**src/rtl/dm_arbiter.sv**
```systemverilog
// Arbiter for the single-port data memory: CPU load/store port vs DMA/bridge word port.
// Ack lands one cycle after req from idle, then back-to-back while ownership holds; burst cap hands over.
module dm_arbiter #(
   parameter int ADDR_W    = 12,
   parameter int DATA_W    = 32,
   parameter int MAX_BURST = 4
) (
   input  logic              clk,
   input  logic              reset,

   input  logic              cpu_req,
   input  logic              cpu_we,
   input  logic              cpu_lb,
   input  logic              cpu_sb,
   input  logic [ADDR_W-1:0] cpu_addr,
   input  logic [DATA_W-1:0] cpu_wdata,
   output logic [DATA_W-1:0] cpu_rdata,
   output logic              cpu_ack,
   output logic              cpu_stall,

   input  logic              dma_req,
   input  logic              dma_we,
   input  logic [ADDR_W-1:0] dma_addr,
   input  logic [DATA_W-1:0] dma_wdata,
   output logic [DATA_W-1:0] dma_rdata,
   output logic              dma_ack,

   output logic [ADDR_W-1:0] dm_addr,
   output logic [DATA_W-1:0] dm_din,
   output logic              dm_we,
   output logic              dm_lb,
   output logic              dm_sb,
   input  logic [DATA_W-1:0] dm_dout
);

   localparam int                CNT_W     = $clog2(MAX_BURST) + 1;
   localparam logic [CNT_W-1:0]  CNT_LAST  = CNT_W'(MAX_BURST - 1);
   localparam logic [ADDR_W-1:0] WORD_MASK = ~ADDR_W'(3);

   typedef enum logic [1:0] {
      OWN_IDLE = 2'd0,
      OWN_CPU  = 2'd1,
      OWN_DMA  = 2'd2
   } owner_t;

   owner_t           owner;
   owner_t           owner_nxt;
   logic [CNT_W-1:0] cnt;
   logic [CNT_W-1:0] cnt_nxt;

   always_ff @(posedge clk) begin
      if (reset) begin
         owner <= OWN_IDLE;
         cnt   <= '0;
      end else begin
         owner <= owner_nxt;
         cnt   <= cnt_nxt;
      end
   end

   // cnt only runs while the non-owner is waiting; any uncontested cycle clears it.
   always_comb begin
      owner_nxt = owner;
      cnt_nxt   = '0;
      case (owner)
         OWN_IDLE: begin
            if (cpu_req)      owner_nxt = OWN_CPU;
            else if (dma_req) owner_nxt = OWN_DMA;
         end
         OWN_CPU: begin
            if (!cpu_req)                        owner_nxt = dma_req ? OWN_DMA : OWN_IDLE;
            else if (dma_req && cnt == CNT_LAST) owner_nxt = OWN_DMA;
            else if (dma_req)                    cnt_nxt   = cnt + CNT_W'(1);
         end
         OWN_DMA: begin
            if (!dma_req)                        owner_nxt = cpu_req ? OWN_CPU : OWN_IDLE;
            else if (cpu_req && cnt == CNT_LAST) owner_nxt = OWN_CPU;
            else if (cpu_req)                    cnt_nxt   = cnt + CNT_W'(1);
         end
         default: owner_nxt = OWN_IDLE;
      endcase
   end

   // Reset masks every access so no write can commit on the reset edge.
   always_comb begin
      cpu_ack = 1'b0;
      dma_ack = 1'b0;
      dm_addr = '0;
      dm_din  = '0;
      dm_we   = 1'b0;
      dm_lb   = 1'b0;
      dm_sb   = 1'b0;
      if (!reset) begin
         if (owner == OWN_CPU && cpu_req) begin
            cpu_ack = 1'b1;
            dm_addr = cpu_addr;
            dm_din  = cpu_wdata;
            dm_we   = cpu_we;
            dm_lb   = cpu_lb;
            dm_sb   = cpu_sb;
         end else if (owner == OWN_DMA && dma_req) begin
            dma_ack = 1'b1;
            dm_addr = dma_addr & WORD_MASK;
            dm_din  = dma_wdata;
            dm_we   = dma_we;
         end
      end
   end

   assign cpu_rdata = dm_dout;
   assign dma_rdata = dm_dout;
   assign cpu_stall = cpu_req & ~cpu_ack;

   a_single_grant: assert property (@(posedge clk) !(cpu_ack && dma_ack));
   a_write_granted: assert property (@(posedge clk) dm_we |-> (cpu_ack || dma_ack));

endmodule

```
**config.mk**
```make
export PLATFORM = sky130hd
export DESIGN_NAME = dm_arbiter
export DESIGN_NICKNAME = d
export VERILOG_FILES = /design/src/rtl/dm_arbiter.sv
export SDC_FILE = /design/constraint.sdc
export NUM_CORES = 1
export LEC_CHECK = 0
export ABC_CLOCK_PERIOD_IN_PS = 2009
export BUFFER_PORTS_ARGS = -buffer_cell sky130_fd_sc_hd__buf_2
export CAP_MARGIN = 20
export CORE_AREA = 5 5 91 93
export CTS_CLUSTER_DIAMETER = 200
export DETAILED_ROUTE_END_ITERATION = 7
export DIE_AREA = 0 0 96 98
export PLACE_DENSITY = 0.66
export SYNTH_ARGS = -nofsm -noshare
export SYNTH_HDL_FRONTEND = slang
export SYNTH_SLANG_ARGS = --single-unit
```
**constraint.sdc**
```tcl
create_clock -name clk -period 2.01 [get_ports clk]
set_input_delay 0.1005 -clock clk [delete_from_list [all_inputs] [get_ports clk]]
set_output_delay 0.1005 -clock clk [all_outputs]
set_load 0.05 [all_outputs]
```
==> impl_metrics.toml, run 1 <==
[grt]
grt_use_total_pct = 7.67
overflow = 0
antenna_found_initial = 0
grt_max_degree = 46
grt_pass1_wl_um = 5890
grt_pass1_vias = 1270

[cts]
cts_sinks = 5
cts_tree = "built"
cts_buffers = 3
cts_max_level = 1
clk_path_buf_depth = 2
clk_pin_slew_worst_paths_ps = 30
clkLatencyLatePin_ps = 220
cts_root_buffer = "clkbuf_8"

[timing]
min_period_over_period_pct = 95.7
hold_viol = 0
rsz0062_at_grt = "true"
min_period_ps = 1920
max_freq_mhz = 520
relSlewSlack_pct = 80.4
slew_violations = 0
setup-tns-final_ps = 0
setup_slack_ps = 87.0
tightest_slew_ps = 294
clock_skew_ps = 1.18
fin_hold_ws_ps = 201
setup_viol = 0

[final_layout]
nNetsFinal = 376
nFillCells = 811
multi_input_area_um2 = 652
regArea_um2 = 100
n_antenna_cell = 0
drive_above_1_share_pct = 68.9
area_growth_pct = 42.4

[routing]
dr.pass1.iters = 4
viasPerCell = 4.27
vias = 1464
drt_iter0_markers = 31
drc = 0
ant_nets = 0
wl_per_cell_um = 15.3
wl_um = 5230

[setup_path]
critPathCapture = "dm_din[29]"
crit_path_max_incr_delay_ps = 330
path_max_fanout = 11
r2r-start = "owner[1]"
r2r_end = "owner[1]"
crit_family = "buffers and inverters"
endpoint_kind = "primary output"
path_class = "flop to primary output"
crit_buf_inv = 4
ff2ff_path_depth = 7
crit_path_start = "owner[0]"
start_kind = "flop"
critPathRequiredTime_ps = 1910
crit_slowest_cell = "dfxtp_1"
arrival_ps = 1820
crit_cells = 8
worstPathCellList = "inv_2 -> ha_2 -> nand2_1 -> a211oi_4 -> buf_4 -> clkbuf_16 -> a22o_1 -> buf_6"
rrSetupSlack_ps = 320

[floorplanning]
die_area_mm2 = 0.00941
die_h_um = 98
floorplan.io_pins = 242
rows = 32
fp.dieW_um = 96
initial_core_util_pct = 18.4
core_mm2 = 0.00745

[yosys]
async_flop_share_pct = 0
synthesis.area_mm2 = 0.00137
synth_cells = 160
syn_area_per_cell_um2 = 8.55
yosys_warnings = 0
yosysTopAreaCell = "buf_4"
yosysSeqAreaShare_pct = 7.32
yosys-top-cells-area = "buf_4, a22o_1, dfxtp_1"
synth_edf_count = 0
yosysUniqueCellTypes = 24
ys_ff_latch = 5
synth_top_cell_area_share_pct = 35.1
synth_top_flop_cell = "dfxtp_1"
synth_fp_nets = 294

[status]
outcome = "finished, final reports clean"

[power]
combPwrFrac_pct = 73.3
p_switching_mw = 0.563
intPower_mw = 0.578
clockPowerShare_pct = 15.8
power_leakage_nw = 1.04
peakVddDrop_mv = 0.550
power_frac_seq_pct = 10.9
power.density_mw_per_mm2 = 586
totalPowerFinal_mw = 1.14
switching_share_pct = 49.3

[hold_path]
min-delay-start = "dm_dout[11]"
hold_path_class = "primary input to primary output"

[flow_run]
drv_cap = 0

[placement]
dp_hpwl_um = 3630
portBuffers = 143
gp_congestion = 0.758
preCtsSetupSlack_ps = 241
[sequential cells by signal, summed over array words and instances, names as in the netlist]
signal	flops
cnt	3
owner	2
[worst register-to-register path: cells and delay by family (launching register included)]
kind | cells | cell delay, ps
fa+ha+maj | 1 | 220
flops | 1 | 350
compound gates | 2 | 170
mux | 2 | 580
buf+inv | 2 | 260
[power by group through the flow]
stage               clock network [mW]  registers [mW]  logic, mW
CTS                              0.186           0.123      0.712
floorplan                            0           0.122      0.877
global placement                     0           0.123      0.705
finish                           0.180           0.124      0.836
detailed placement                   0           0.124      0.711
global route                     0.194           0.126      0.896
[metal layers]
metal | track usage [%] | up-vias | routed length (um)
li1 | - | 674 | -
met1 | 8.31 | 673 | 2020
met2 | 14.0 | 115 | 2480
met3 | 2.85 | 2 | 727
met4 | 1.42 | 0 | 5
met5 | 0 | - | 0
[per-stage QoR]
stage          utilization, %  instance area [um^2]  instances
2_1_floorplan               -                  1370        160
3_3_place_gp             21.9                  1630        333
3_5_place_dp             21.9                  1630        333
4_1_cts                  22.5                  1670        337
5_1_grt                  26.1                  1950        343
6_report                 26.1                  1950        343
[cell families (layout without fill, tap and decap cells)]
logic type	after synthesis	after routing	synth area share, %
adders and majority gates	6	6	5.49
AOI/OAI and AO/OA	51	51	31.7
buffers and inverters	79	159	46.0
and+or+nand+nor	17	18	7.87
muxes	2	2	1.56
DFF	5	5	7.32
[placed cells by master (no fill, tap or decap), drive strengths merged]
cell / count
a211oi: 1
a21oi: 2
a22o: 43
and2: 2
and2b: 1
and3: 4
buf: 149
clkbuf: 5
dfxtp: 5
ha: 6
inv: 5
mux2: 1
mux2i: 1
nand2: 1
nand4: 1
nor2: 6
nor2b: 1
nor3b: 1
o21ai: 4
o31ai: 1
or3: 1
[timing repair]
action / 4_1_cts / 5_1_grt
resized for setup: 0 / 115
hold endpoints to repair: 0 / 0
hold buffers: 0 / 0
buffers inserted: 0 / 3
setup endpoints to repair: 0 / 44
[synth_stat cells (all sizes together) (2+ instances only)]
cell type,instances
buf,73
nor2,6
a22o,43
ha,6
and3,4
o21ai,4
inv,5
dfxtp,5
a21oi,2
[worst min-delay path by stage]
stage,depth (start not counted),slack (ps),endpoint
6_report,0,200,cpu_rdata[11]
5_1_grt,0,200,cpu_rdata[15]
4_1_cts,0,200,cpu_rdata[6]
3_5_place_dp,0,200,cpu_rdata[6]
3_3_place_gp,0,200,cpu_rdata[6]
2_1_floorplan,1,200,owner[0]
[final cells by class]
type                       instances  share of cell area (%)
multi-input combinational         77                    33.5
clock buffer                       4                    2.31
tap                              102                    6.56
sequential                         5                    5.14
inverter                           5                   0.964
timing repair buffer             150                    51.5
Note: power is estimated with default switching activity, not from simulation.
==> inputs of run 2 (changes only) <==
==> config.mk (replaced) <==
export PLATFORM = sky130hd
export DESIGN_NAME = dm_arbiter
export DESIGN_NICKNAME = d
export VERILOG_FILES = /design/src/rtl/dm_arbiter.sv
export SDC_FILE = /design/constraint.sdc
export NUM_CORES = 1
export LEC_CHECK = 0
export ABC_CLOCK_PERIOD_IN_PS = 2009
export CAP_MARGIN = 20
export CORE_AREA = 5 5 90 92
export CTS_CLUSTER_DIAMETER = 200
export DETAILED_ROUTE_END_ITERATION = 7
export DIE_AREA = 0 0 95 97
export DONT_BUFFER_PORTS = 1
export PLACE_DENSITY = 0.38
export SYNTH_ARGS = -nofsm -noshare
export SYNTH_HDL_FRONTEND = slang
export SYNTH_SLANG_ARGS = --single-unit
==> impl_metrics.toml, run 2 (synthesis gave the netlist of run 1 again) <==
[status]
outcome = "finished, final reports clean"

[setup_path]
path_max_fanout = 11
crit_path_max_incr_delay_ps = 320
path_class = "flop to primary output"
start_kind = "flop"
arrival_ps = 1850
r2r-start = "owner[1]"
worstPathCellList = "inv_2 -> ha_2 -> nand2_1 -> a211oi_4 -> buf_6 -> clkbuf_16 -> a22o_1 -> buf_12"
crit_cells = 8
crit_buf_inv = 4
critPathRequiredTime_ps = 1910
ff2ff_path_depth = 7
crit_slowest_cell = "dfxtp_1"
crit_path_start = "owner[0]"
crit_family = "buffers and inverters"
endpoint_kind = "primary output"

[routing]
drc = 0
wl_per_cell_um = 20.2
ant_nets = 0
viasPerCell = 4.55
dr.pass1.iters = 4
wl_um = 4890
drt_iter0_markers = 25
vias = 1102

[grt]
grt_use_total_pct = 8.64
grt_max_degree = 45
grt_pass1_vias = 1072
antenna_found_initial = 0
overflow = 0
grt_pass1_wl_um = 6320

[cts]
cts_sinks = 5
cts_tree = "built"
clk_pin_slew_worst_paths_ps = 40
cts_root_buffer = "clkbuf_8"
cts_buffers = 3
cts_max_level = 1
clkLatencyLatePin_ps = 220
clk_path_buf_depth = 2

[timing]
setup-tns-final_ps = 0
max_freq_mhz = 512
setup_slack_ps = 56.3
fin_hold_ws_ps = 75.3
hold_viol = 0
tightest_slew_ps = 280
relSlewSlack_pct = 81.4
setup_viol = 0
rsz0062_at_grt = "true"
min_period_ps = 1950
slew_violations = 0
clock_skew_ps = 2.29
min_period_over_period_pct = 97.2

[flow_run]
drv_cap = 0

[power]
power_leakage_nw = 0.800
peakVddDrop_mv = 0.335
power.density_mw_per_mm2 = 622

[floorplanning]
die_h_um = 97
core_mm2 = 0.00714
initial_core_util_pct = 19.2
floorplan.io_pins = 242
rows = 31
die_area_mm2 = 0.00922
fp.dieW_um = 95

[final_layout]
top_register = "cnt"
largestRegisters = "cnt (3), owner (2)"
multi_input_area_um2 = 696
n_antenna_cell = 0
mostFrequentLayoutCells = "buf_12, a22o_1, a22o_4, nor2_1, dfxtp_1"
nFillCells = 761
area_growth_pct = 45.7
final_common_cell = "buf_12"
regArea_um2 = 100
final_cells = 242
drive_above_1_share_pct = 51.0
nNetsFinal = 278
largest_reg_flops = 3

[placement]
dpl.cell_count = 233
gp_congestion = 0.641
portBuffers = 0
dp_hpwl_um = 3840
preCtsSetupSlack_ps = 231

[hold_path]
hold_depth = 2
min-delay-start = "dma_req"
hold_path_class = "primary input to flop"
## run 2: cell types whose count changed in the layout (fill, tap and decap cells not counted), sizes merged
cell         previous run  this run
dlygate4sd3             0         1
buf                   149        50
and2                    2         1
clkbuf                  5         6
## run 2: final cells by class
| type | count | area share, % |
|---|---|---|
| Timing Repair Buffer | 53 | 50.7 |
| Multi-Input combinational cell | 76 | 34.9 |
| Tap cell | 99 | 6.21 |
| Sequential cell | 5 | 5.02 |
| Clock buffer | 4 | 2.26 |
| Inverter | 5 | 0.942 |
## run 2: worst paths after layout
kind                     end  slack [ps]
setup reg to reg    owner[1]         360
hold / removal        cnt[2]          80
setup / recovery  dm_din[21]          60
hold reg to reg       cnt[0]         410
## run 2: what timing repair did
item	in CTS	in global routing
hold endpoints to repair	1	0
gates cloned	0	3
buffers inserted	0	1
pin swaps	0	2
endpoints found under the setup margin	3	43
gates resized for setup	0	11
hold buffers	1	0
## run 2: report_power, final
part	total [mW]	internal (mW)	switching, mW
Sequential	0.124	0.113	0.0111
Combinational	0.933	0.430	0.503
Clock	0.183	0.136	0.0474
## run 2: stage by stage
step	cell area [um^2]	util (%)	power, mW
finish	1990	27.9	1.24
global route	1990	27.9	1.31
CTS	1860	26.1	1.21
detailed placement	1800	25.3	1.01
global placement	1800	25.3	1.01
floorplan	1370	-	0.999
## run 2: layer usage
layer	GRT usage (%)	part of all wire, %
met1	9.80	36
met2	14.5	50
met3	4.19	14
met4	1.78	0.10
met5	0	0
